### src/rtl/hazard_forward_unit.sv
// Operand forwarding (EX/EX, MEM/EX, MEM/MEM) and load-use bubble insertion for the 5-stage pipeline.
// Define HAZARD_PERF_CNT_EN to build the live stall/forward performance counters; otherwise they read 0.
module hazard_forward_unit #(
    parameter int XLEN     = 32,
    parameter int AW       = 5,
    parameter int LOAD_LAT = 1,
    parameter int CNT_W    = 32
) (
    input  logic             clk,
    input  logic             rst_n,
    input  logic             id_valid,
    input  logic [AW-1:0]    id_rs1_addr,
    input  logic [AW-1:0]    id_rs2_addr,
    input  logic             id_memwrite,
    input  logic             flush,
    input  logic [AW-1:0]    ex_rs1_addr,
    input  logic [AW-1:0]    ex_rs2_addr,
    input  logic [XLEN-1:0]  ex_rs1_v,
    input  logic [XLEN-1:0]  ex_rs2_v,
    input  logic [AW-1:0]    ex_rd_addr,
    input  logic             ex_memread,
    input  logic             mem_regwrite,
    input  logic [AW-1:0]    mem_rd_addr,
    input  logic [XLEN-1:0]  mem_alu_result,
    input  logic [AW-1:0]    mem_rs2_addr,
    input  logic [XLEN-1:0]  mem_rs2_v,
    input  logic             wb_regwrite,
    input  logic [AW-1:0]    wb_rd_addr,
    input  logic [XLEN-1:0]  wb_data,
    output logic [XLEN-1:0]  fwd_rs1,
    output logic [XLEN-1:0]  fwd_rs2,
    output logic [XLEN-1:0]  fwd_m_wdata,
    output logic             stall_if_id,
    output logic             bubble_ex,
    output logic [CNT_W-1:0] stall_cnt,
    output logic [CNT_W-1:0] fwd_cnt
);

    typedef enum logic {IDLE, STALL} state_t;

    // The Mealy cycle in IDLE is the first bubble, so STALL only covers the remaining LOAD_LAT-1.
    localparam logic [1:0] CNT_INIT = (LOAD_LAT > 1) ? 2'(LOAD_LAT - 2) : 2'd0;

    state_t     state, state_nxt;
    logic [1:0] cnt, cnt_nxt;
    logic       stall_raw;
    logic       hz;
    logic       mem_hit1, mem_hit2, wb_hit1, wb_hit2, hit1, hit2, wb_hit_m;

    assign mem_hit1 = mem_regwrite && (mem_rd_addr == ex_rs1_addr) && (ex_rs1_addr != '0);
    assign mem_hit2 = mem_regwrite && (mem_rd_addr == ex_rs2_addr) && (ex_rs2_addr != '0);
    assign wb_hit1  = wb_regwrite  && (wb_rd_addr  == ex_rs1_addr) && (ex_rs1_addr != '0);
    assign wb_hit2  = wb_regwrite  && (wb_rd_addr  == ex_rs2_addr) && (ex_rs2_addr != '0);
    assign wb_hit_m = wb_regwrite  && (wb_rd_addr  == mem_rs2_addr) && (mem_rs2_addr != '0);
    assign hit1     = mem_hit1 | wb_hit1;
    assign hit2     = mem_hit2 | wb_hit2;

    assign fwd_rs1     = mem_hit1 ? mem_alu_result : (wb_hit1 ? wb_data : ex_rs1_v);
    assign fwd_rs2     = mem_hit2 ? mem_alu_result : (wb_hit2 ? wb_data : ex_rs2_v);
    assign fwd_m_wdata = wb_hit_m ? wb_data : mem_rs2_v;

    // A store needing the load result only as store data is served by MEM/MEM forwarding.
    assign hz = id_valid && ex_memread && (ex_rd_addr != '0) &&
                ((ex_rd_addr == id_rs1_addr) ||
                 ((ex_rd_addr == id_rs2_addr) && !id_memwrite));

    always_ff @(posedge clk or negedge rst_n) begin
        if (!rst_n) begin
            state <= IDLE;
            cnt   <= 2'd0;
        end else begin
            state <= state_nxt;
            cnt   <= cnt_nxt;
        end
    end

    always_comb begin
        state_nxt = state;
        cnt_nxt   = cnt;
        stall_raw = 1'b0;
        if (flush) begin
            state_nxt = IDLE;
            cnt_nxt   = 2'd0;
        end else begin
            case (state)
                IDLE: begin
                    if (hz) begin
                        stall_raw = 1'b1;
                        if (LOAD_LAT > 1) begin
                            state_nxt = STALL;
                            cnt_nxt   = CNT_INIT;
                        end
                    end
                end
                STALL: begin
                    stall_raw = 1'b1;
                    if (cnt == 2'd0) state_nxt = IDLE;
                    else             cnt_nxt   = cnt - 2'd1;
                end
                default: state_nxt = IDLE;
            endcase
        end
    end

    // Reset also masks the Mealy path so the stall drops the moment rst_n falls.
    assign stall_if_id = stall_raw & rst_n;
    assign bubble_ex   = stall_raw & rst_n;

`ifdef HAZARD_PERF_CNT_EN
    logic [CNT_W-1:0] stall_q, fwd_q;
    logic [1:0]       fwd_inc;
    logic [CNT_W:0]   fwd_sum;

    assign fwd_inc = {1'b0, hit1} + {1'b0, hit2};
    assign fwd_sum = {1'b0, fwd_q} + {{(CNT_W-1){1'b0}}, fwd_inc};

    always_ff @(posedge clk or negedge rst_n) begin
        if (!rst_n) begin
            stall_q <= '0;
            fwd_q   <= '0;
        end else begin
            if (stall_if_id && !(&stall_q)) stall_q <= stall_q + {{(CNT_W-1){1'b0}}, 1'b1};
            fwd_q <= fwd_sum[CNT_W] ? '1 : fwd_sum[CNT_W-1:0];
        end
    end

    assign stall_cnt = stall_q;
    assign fwd_cnt   = fwd_q;
`else
    assign stall_cnt = '0;
    assign fwd_cnt   = '0;
`endif

endmodule

### config.mk
export PLATFORM = sky130hd
export DESIGN_NAME = hazard_forward_unit
export DESIGN_NICKNAME = d
export VERILOG_FILES = /design/src/rtl/hazard_forward_unit.sv
export SDC_FILE = /design/constraint.sdc
export NUM_CORES = 1
export LEC_CHECK = 0
export BUFFER_PORTS_ARGS = -buffer_cell sky130_fd_sc_hd__buf_2
export CAP_MARGIN = 20
export CORE_AREA = 2 2 144 146
export DETAILED_ROUTE_END_ITERATION = 8
export DIE_AREA = 0 0 146 148
export PLACE_DENSITY = 0.54
export SLEW_MARGIN = 5
export SYNTH_ARGS = -nofsm -noshare
export SYNTH_HDL_FRONTEND = slang
export SYNTH_SLANG_ARGS = --single-unit
export TNS_END_PERCENT = 100
### constraint.sdc
create_clock -name clk -period 2.1 [get_ports clk]
set_clock_uncertainty 0.15 [all_clocks]
set_input_delay 0.21 -clock clk [delete_from_list [all_inputs] [get_ports clk]]
set_output_delay 0.21 -clock clk [all_outputs]
set_load 0.005 [all_outputs]
==> metrics, run 1 <==
Synth cell types=37; syn avg cell area=6.452 um^2; worst vdd ir=0.0003875 V; Worst Path Arrival=1850 ps; CTS max path bufs=2; WP data required=1740 ps; core area=20040 um^2; highest clock rate=0.4535 GHz; Synth Instances=510; yosys warns=0; Die Ht=148 um; Row Count=52; drt first pass iters=4; status=finished, violations left; fin crit share=105.0%; Nets=1042; share of cells above drive strength 1=54.45%; worst min path class=in2reg; DP HPWL=15330 um; RSZ-0062 raised after global routing=yes; min Tclk post-route=2205 ps; Final WS setup=-105.3 ps; first-pass GRT wire length=26990 um; synthesized cell area=3291 um^2; Remaining DRCs=0; Cell Area, Placed=5243 um^2; pin count of the biggest net entering global routing=42; endpoints failing hold=0; worst hold slack=73.21 ps; R2R depth=5; starting density of the core=16.42%; maximum fanout along the worst path=12; Post-synth EDFFs=0; count of input and output buffers=305; Clock Latency Late Sink=220 ps; max-cap viol count=0; Crit Path Class=in2out; commonest cells in the netlist=buf_4 (72), nor3_1 (65), a31oi_1 (63); Main synth FF type=dfrtp_1; wire length per cell=17.59 um; reg2reg start=cnt[0]; Leak=2.677 nW; Crit Reg-Reg Endpoint=cnt[1]; Critical Path Source=ex_rs2_addr[1]; final core occ=29.41%; Final ANT Viol Nets=0; GR Util All Layers=15.98%; GRT overflow=0; RePlAce Congestion=0.8331; failing checks=negative setup slack; Initial DRC Count=186; Die Width=146 um; Total Neg Setup Slack=-2450 ps; synth top area cells=buf_4 (16%), a31oi_1 (12%), mux2_2 (11%); Yosys top cell by area=buf_4; CP endpoint kind=primary output; TritonCTS buffer count=3; Seq/Total Area, Yosys=2.281%; crit path capture=fwd_rs2[13]; # setup viols final=59; Worst Min Path Start=flush; # clock sinks=3; Synth-to-Final Area Change=79.09%; # H-tree levels=1; vias per cell=4.534; Routed WL=19400 um; Clk pin slew, worst setup/hold paths=30 ps; Yosys top cell area share=16.43%; clock tree from TritonCTS=done; Die ar.=21610 um^2; routed via count=5001; fin. max-slew vios=0; DP Worst Slack=-247.3 ps; Post-synth ARST share=100.0%; vias in the first global route=4769; CP Launch Type=input port; most frequent cell after synthesis=buf_4; Power Dens Cells=254.7 nW/um^2; Yosys reg bits=3; clock root cell=clkbuf_16; # IOs=370; flop2flop setup slack=750 ps; Non-Filler Cell Area, Final=5893 um^2; initial antenna violation count=1
## per-stage QoR
stage | total power [mW] | cells
6_report | 1.501 | 1103
2_1_floorplan | 0.5495 | 573
4_1_cts | 1.437 | 1093
5_1_grt | 1.601 | 1103
3_3_place_gp | 1.061 | 1082
3_5_place_dp | 1.064 | 1082
## worst max-delay path, cell delays in order
cell and delay (ps):
buf_6 90, or4_4 580, o211ai_4 240, buf_8 200
buf_12 130, o21ai_1 60, a31oi_1 190, buf_2 140
## report_power, final
group	internal, mW	total, mW	switching, mW
Clock	0.251	0.304	0.0535
Combinational	0.555	1.14	0.584
Sequential	0.0582	0.0582	0.0000000000000000467
Total	0.864	1.50	0.637
## flip-flops by register name, summed over array words and instances (netlist names)
| name | flops |
|---|---|
| cnt | 2 |
| state | 1 |
## layout by cell type (no fill, tap or decap), drive strengths merged, types with 2 or more instances in the layout
| cell | n |
|---|---|
| o21ai | 64 |
| and4 | 2 |
| or4 | 3 |
| nor2b | 3 |
| inv | 34 |
| nor3 | 65 |
| xnor2 | 31 |
| conb | 64 |
| a31oi | 63 |
| o211ai | 4 |
| or3 | 32 |
| dfrtp | 3 |
| clkbuf | 7 |
| nand2 | 2 |
| nor2 | 3 |
| nand3 | 33 |
| nand4 | 5 |
| buf | 365 |
| or2 | 3 |
| xor2 | 4 |
| mux2 | 32 |
## worst min-delay path by stage
| stage | to | cells after the start | slack (ps) |
|---|---|---|---|
| after floorplan | cnt[0] | 0 | -240 |
| after global routing | state | 2 | 100 |
| after CTS | state | 2 | 70 |
| final | state | 2 | 70 |
| after detailed placement | cnt[0] | 1 | -130 |
| after global placement | cnt[0] | 1 | -130 |
## final cells by class
type | instances | area [um^2]
fillers | 2211 | 14150
multi-input cells | 422 | 2898
repair buffers | 369 | 2374
well taps | 270 | 337.8
inverters | 34 | 127.6
clock buffers | 4 | 78.83
flip-flops and latches | 3 | 75.07
diodes | 1 | 2.502
## metal layers
| layer | vias to the layer above | GRT usage [%] | share of wire, % |
|---|---|---|---|
| li1 | 2391 | - | - |
| met4 | 0 | 4.369 | 2.5 |
| met5 | - | 0 | 0 |
| met2 | 308 | 31.30 | 53 |
| met1 | 2269 | 18.26 | 38 |
| met3 | 33 | 1.698 | 6.8 |
## cell families (layout without fill, tap and decap cells)
logic type                 after synthesis  in the layout  synth area share (%)
adders and majority gates                1              1                0.3802
other                                    1             65                0.1140
and+or+nand+nor                        152            152                 25.29
buffers and inverters                  148            407                 26.31
DFF                                      3              3                 2.281
muxes                                   32             32                 10.95
xor gates and xnor gates                35             35                 9.315
AOI/OAI and AO/OA                      138            138                 25.36
## repair_timing
| action | CTS | global route |
|---|---|---|
| cloned | 0 | 4 |
| hold endpoints to repair | 3 | 0 |
| endpoints found under the setup margin | 64 | 74 |
| resized for setup | 54 | 51 |
| buffers inserted | 6 | 5 |
| hold buffers | 1 | 0 |
| pin swaps | 7 | 14 |
No activity file was read; power rests on OpenSTA's default activity.
==> run 2: changes to the inputs <==
- HOLD_SLACK_MARGIN: default -> 0.1
- SKIP_CTS_REPAIR_TIMING: default -> 1
- clock period: 2.1 -> 2.3 ns (I/O delays scaled with it)
==> run 2 against run 1 <==
Against the previous run: the run now ends clean; setup slack gained 110 ps; total power down 12%; final cell count is 1.2% lower; design area shrank 5.4%; via count fell by 1.8%; sequential share of layout area grew 0.072 points; critical path depth stayed put; core utilization fell by 1.6 points; global-route usage is 0.36 points lower; register-to-register slack better by 150 ps; clock-buffer cell count unchanged; critical endpoint is now fwd_rs1[25].
==> metrics, run 2 (same netlist as run 1, synthesis figures left out) <==
endpoints failing hold=0; DP HPWL=15220 um; clock root cell=clkbuf_16; Post-Layout Cell Count=1090; Remaining DRCs=0; flop2flop setup slack=900 ps; Worst Path Arrival=1910 ps; commonest cells after routing, fill and taps aside=buf_2 (303), nor3_1 (64), conb_1 (64); Row Count=52; RePlAce Congestion=0.8353; initial antenna violation count=1; # H-tree levels=1; fillcell total=2257; worst min path class=in2async; min Tclk post-route=2292 ps; Clk pin slew, worst setup/hold paths=30 ps; Power Dens Cells=237.1 nW/um^2; cell chain of the critical path=buf_2 -> or4_4 -> o211ai_4 -> buf_12 -> clkbuf_16 -> o21ai_0 -> a31oi_1 -> buf_2; Nets=1029; first-pass GRT wire length=26610 um; # IOs=370; maximum fanout along the worst path=11; pin count of the biggest net entering global routing=44; reg2reg start=cnt[0]; count of input and output buffers=305; # clock sinks=3; Die Ht=148 um; share of cells above drive strength 1=49.57%; worst vdd ir=0.0004293 V; CP Launch Type=input port; Top reg by flops=cnt; Max stage delay cell, worst path=or4_4; drt first pass iters=4; WP data required=1920 ps; Crit Path Class=in2out; worst hold slack=184.4 ps; wire length per cell=17.75 um; Synth-to-Final Area Change=69.51%; routed via count=4913; Critical Path Source=ex_rs1_addr[2]; status=completed; CTS max path bufs=2; Die Width=146 um; DP Cell Count=1069; starting density of the core=16.42%; highest clock rate=0.4363 GHz; final core occ=27.83%; GRT overflow=0; critical path depth=8; Crit Reg-Reg Endpoint=cnt[1]; RSZ-0062 raised after global routing=yes; DP Worst Slack=-67.51 ps; Die ar.=21610 um^2; fin. max-slew vios=0; # setup viols final=0; max-cap viol count=0; vias per cell=4.507; critical path's most frequent cell=buf_2; max reg flops=2; R2R depth=5; Final ANT Viol Nets=0; fin crit share=99.64%; clock tree from TritonCTS=done; Largest regs=cnt: 2 flops, state: 1 flops; TritonCTS buffer count=3; cell family with most CP delay=buffers and inverters; Final WS setup=8.178 ps; CP Buf/Inv Count=4; Leak=2.564 nW; Clock Latency Late Sink=220 ps; Routed WL=19340 um; most common cell after layout, fill and taps aside=buf_2; core area=20040 um^2; crit path capture=fwd_rs1[25]; CP max stage delay=570 ps; Initial DRC Count=254; CP endpoint kind=primary output; GR Util All Layers=15.61%; vias in the first global route=4718
-- run 2: cell types whose count changed in the layout (fill, tap and decap cells not counted), moves of 7 or more --
cell	previous run	this run
o21ai_1	33	18
nor3_2	13	1
nor3_1	47	64
o21ai_0	23	42
buf_6	13	4
buf_4	28	21
-- run 2: cell type report --
cell class,instances,area [um^2],share of cell area [%]
antenna,1,2.502,0.04486
clock buffer,4,78.83,1.413
inverter,34,127.6,2.288
multi-input combinational,422,2666,47.80
sequential,3,75.07,1.346
tap,270,337.8,6.057
timing repair buffer,356,2290,41.05
-- run 2: per-layer routing --
metal	routed length (um)	GRT usage, %	share of wire, %
met1	7383	17.37	38
met2	10290	31.67	53
met3	1291	1.636	6.7
met4	376	3.301	1.9
met5	0	0	0
-- run 2: how the worst min path moves through the flow --
stage	from	to	cells past startpoint
global placement	rst_n	cnt[0]	1
global route	rst_n	state	2
detailed placement	rst_n	cnt[0]	1
finish	rst_n	cnt[0]	2
floorplan	rst_n	cnt[0]	0
CTS	rst_n	cnt[0]	1
-- run 2: metrics by stage --
step / TNS (ps) / cell area, um^2 / total power, mW
floorplan: 0 / 3527 / 0.5017
global placement: -142.4 / 5157 / 0.9501
detailed placement: -120.3 / 5157 / 0.9544
CTS: -136.4 / 5236 / 1.233
global route: -304.9 / 5578 / 1.412
finish: 0 / 5578 / 1.323
-- run 2: power breakdown --
part	internal (mW)	leakage, nW	switching [mW]	total, mW
registers	0.0532	0.0419	0.0000000000000000440	0.0532
clock network	0.229	0.0382	0.0468	0.275
logic	0.487	2.48	0.507	0.994
total	0.769	2.56	0.554	1.32
==> run 3: changes to the inputs <==
- PLACE_DENSITY: 0.54 -> 0.41
==> run 3 against run 2 <==
Against the previous run: clock power is essentially flat; combinational power grew 0.5%; via count shrank 0.53%; flip-flop and latch count is the same; critical path type unchanged; largest power group unchanged.
==> metrics, run 3 (same netlist as run 1, synthesis figures left out) <==
max reg flops=2; # setup viols final=0; GR Util All Layers=16.54%; Final ANT Viol Nets=0; Critical Path Source=ex_rs1_addr[2]; CP endpoint kind=primary output; Nets=1038; Synth-to-Final Area Change=71.75%; clock root cell=clkbuf_16; worst vdd ir=0.0002033 V; pin count of the biggest net entering global routing=34; # clock sinks=3; Clock Latency Late Sink=220 ps; starting density of the core=16.42%; Leak=2.608 nW; Total Power=1.327 mW; vias in the first global route=4689; # H-tree levels=1; RePlAce Congestion=0.8145; Row Count=52; endpoints failing hold=0; CP Launch Type=input port; cell chain of the critical path=buf_6 -> or4_4 -> o211ai_4 -> buf_12 -> buf_12 -> buf_6 -> o21ai_2 -> a31oi_1 -> buf_2; share of cells above drive strength 1=50.24%; vias per cell=4.447; drt first pass iters=4; WP data required=1920 ps; CTS max path bufs=2; Top reg by flops=cnt; worst min path class=in2async; CP Buf/Inv Count=5; core area=20040 um^2; Die Width=146 um; count of input and output buffers=305; commonest cells after routing, fill and taps aside=buf_2 (302), nor3_1 (64), conb_1 (64); maximum fanout along the worst path=8; clock tree from TritonCTS=done; Largest regs=cnt: 2 flops, state: 1 flops; Die Ht=148 um; Routed WL=20200 um; CP max stage delay=570 ps; most common cell after layout, fill and taps aside=buf_2; routed via count=4887; Power Dens Cells=234.8 nW/um^2; max-cap viol count=0; Remaining DRCs=0; reg2reg start=cnt[0]; wire length per cell=18.38 um; TritonCTS buffer count=3; # IOs=370; Die ar.=21610 um^2; GRT overflow=0; min Tclk post-route=2286 ps; worst hold slack=196.8 ps; initial antenna violation count=1; cell family with most CP delay=buffers and inverters; Initial DRC Count=139; Clk pin slew, worst setup/hold paths=30 ps; fillcell total=2348; first-pass GRT wire length=27740 um; highest clock rate=0.4375 GHz; Crit Path Class=in2out; DP HPWL=16070 um; status=completed; Max stage delay cell, worst path=or4_4; RSZ-0062 raised after global routing=yes; Worst Path Arrival=1910 ps; fin crit share=99.39%; fin. max-slew vios=0
## run 3: cell count changes in the layout (fill, tap and decap cells not counted), sizes merged
| cell | before | now |
|---|---|---|
| buf | 347 | 358 |
| clkbuf | 11 | 9 |
## run 3: cell type report
| class | count | area [um^2] | share of cell area (%) |
|---|---|---|---|
| Multi-Input combinational cell | 422 | 2671 | 47.27 |
| Timing Repair Buffer | 365 | 2359 | 41.73 |
| Tap cell | 270 | 337.8 | 5.977 |
| Inverter | 34 | 127.6 | 2.258 |
| Clock buffer | 4 | 78.83 | 1.395 |
| Sequential cell | 3 | 75.07 | 1.328 |
| Antenna cell | 1 | 2.502 | 0.04428 |
## run 3: metrics by stage
step                setup WS, ps  area (um^2)  util (%)  cells  TNS [ps]
finish                     14.10         5652     28.20   1099         0
floorplan                  413.6         3527         -    573         0
global placement          -66.24         5220     26.05   1082    -467.3
global route              -46.35         5649     28.19   1098    -246.5
CTS                       -62.06         5299     26.44   1086    -906.5
detailed placement        -60.28         5220     26.05   1082    -825.6
## run 3: final timing paths
| kind | end | slack [ps] | cells past startpoint |
|---|---|---|---|
| worst min register to register | cnt[0] | 390 | 2 |
| worst max-delay path | fwd_rs1[24] | 10 | 9 |
| max in group asynchronous | state | 1690 | 2 |
| min in group clk | cnt[0] | 390 | 2 |
| worst min-delay path | cnt[0] | 200 | 2 |
| worst max register to register | cnt[1] | 950 | 5 |
## run 3: power by group
part | switching (mW) | internal (mW)
clock network | 0.0460 | 0.229
registers | 0.0000000000000000438 | 0.0532
logic | 0.510 | 0.489
total | 0.556 | 0.771
## run 3: worst reg2reg max path, cell delays in order, from the launching register on
cell and delay (ps):
dfrtp_1 350, inv_1 50, ha_1 180, nor2b_1 250, nor2_1 70, a211oi_1 200
## run 3: metal layers
metal | vias to the layer above | share of wire, % | GRT usage (%)
li1 | 2364 | - | -
met1 | 2237 | 40 | 19.23
met2 | 266 | 52 | 31.79
met3 | 20 | 6.7 | 3.086
met4 | 0 | 1.2 | 2.864
met5 | - | 0 | 0
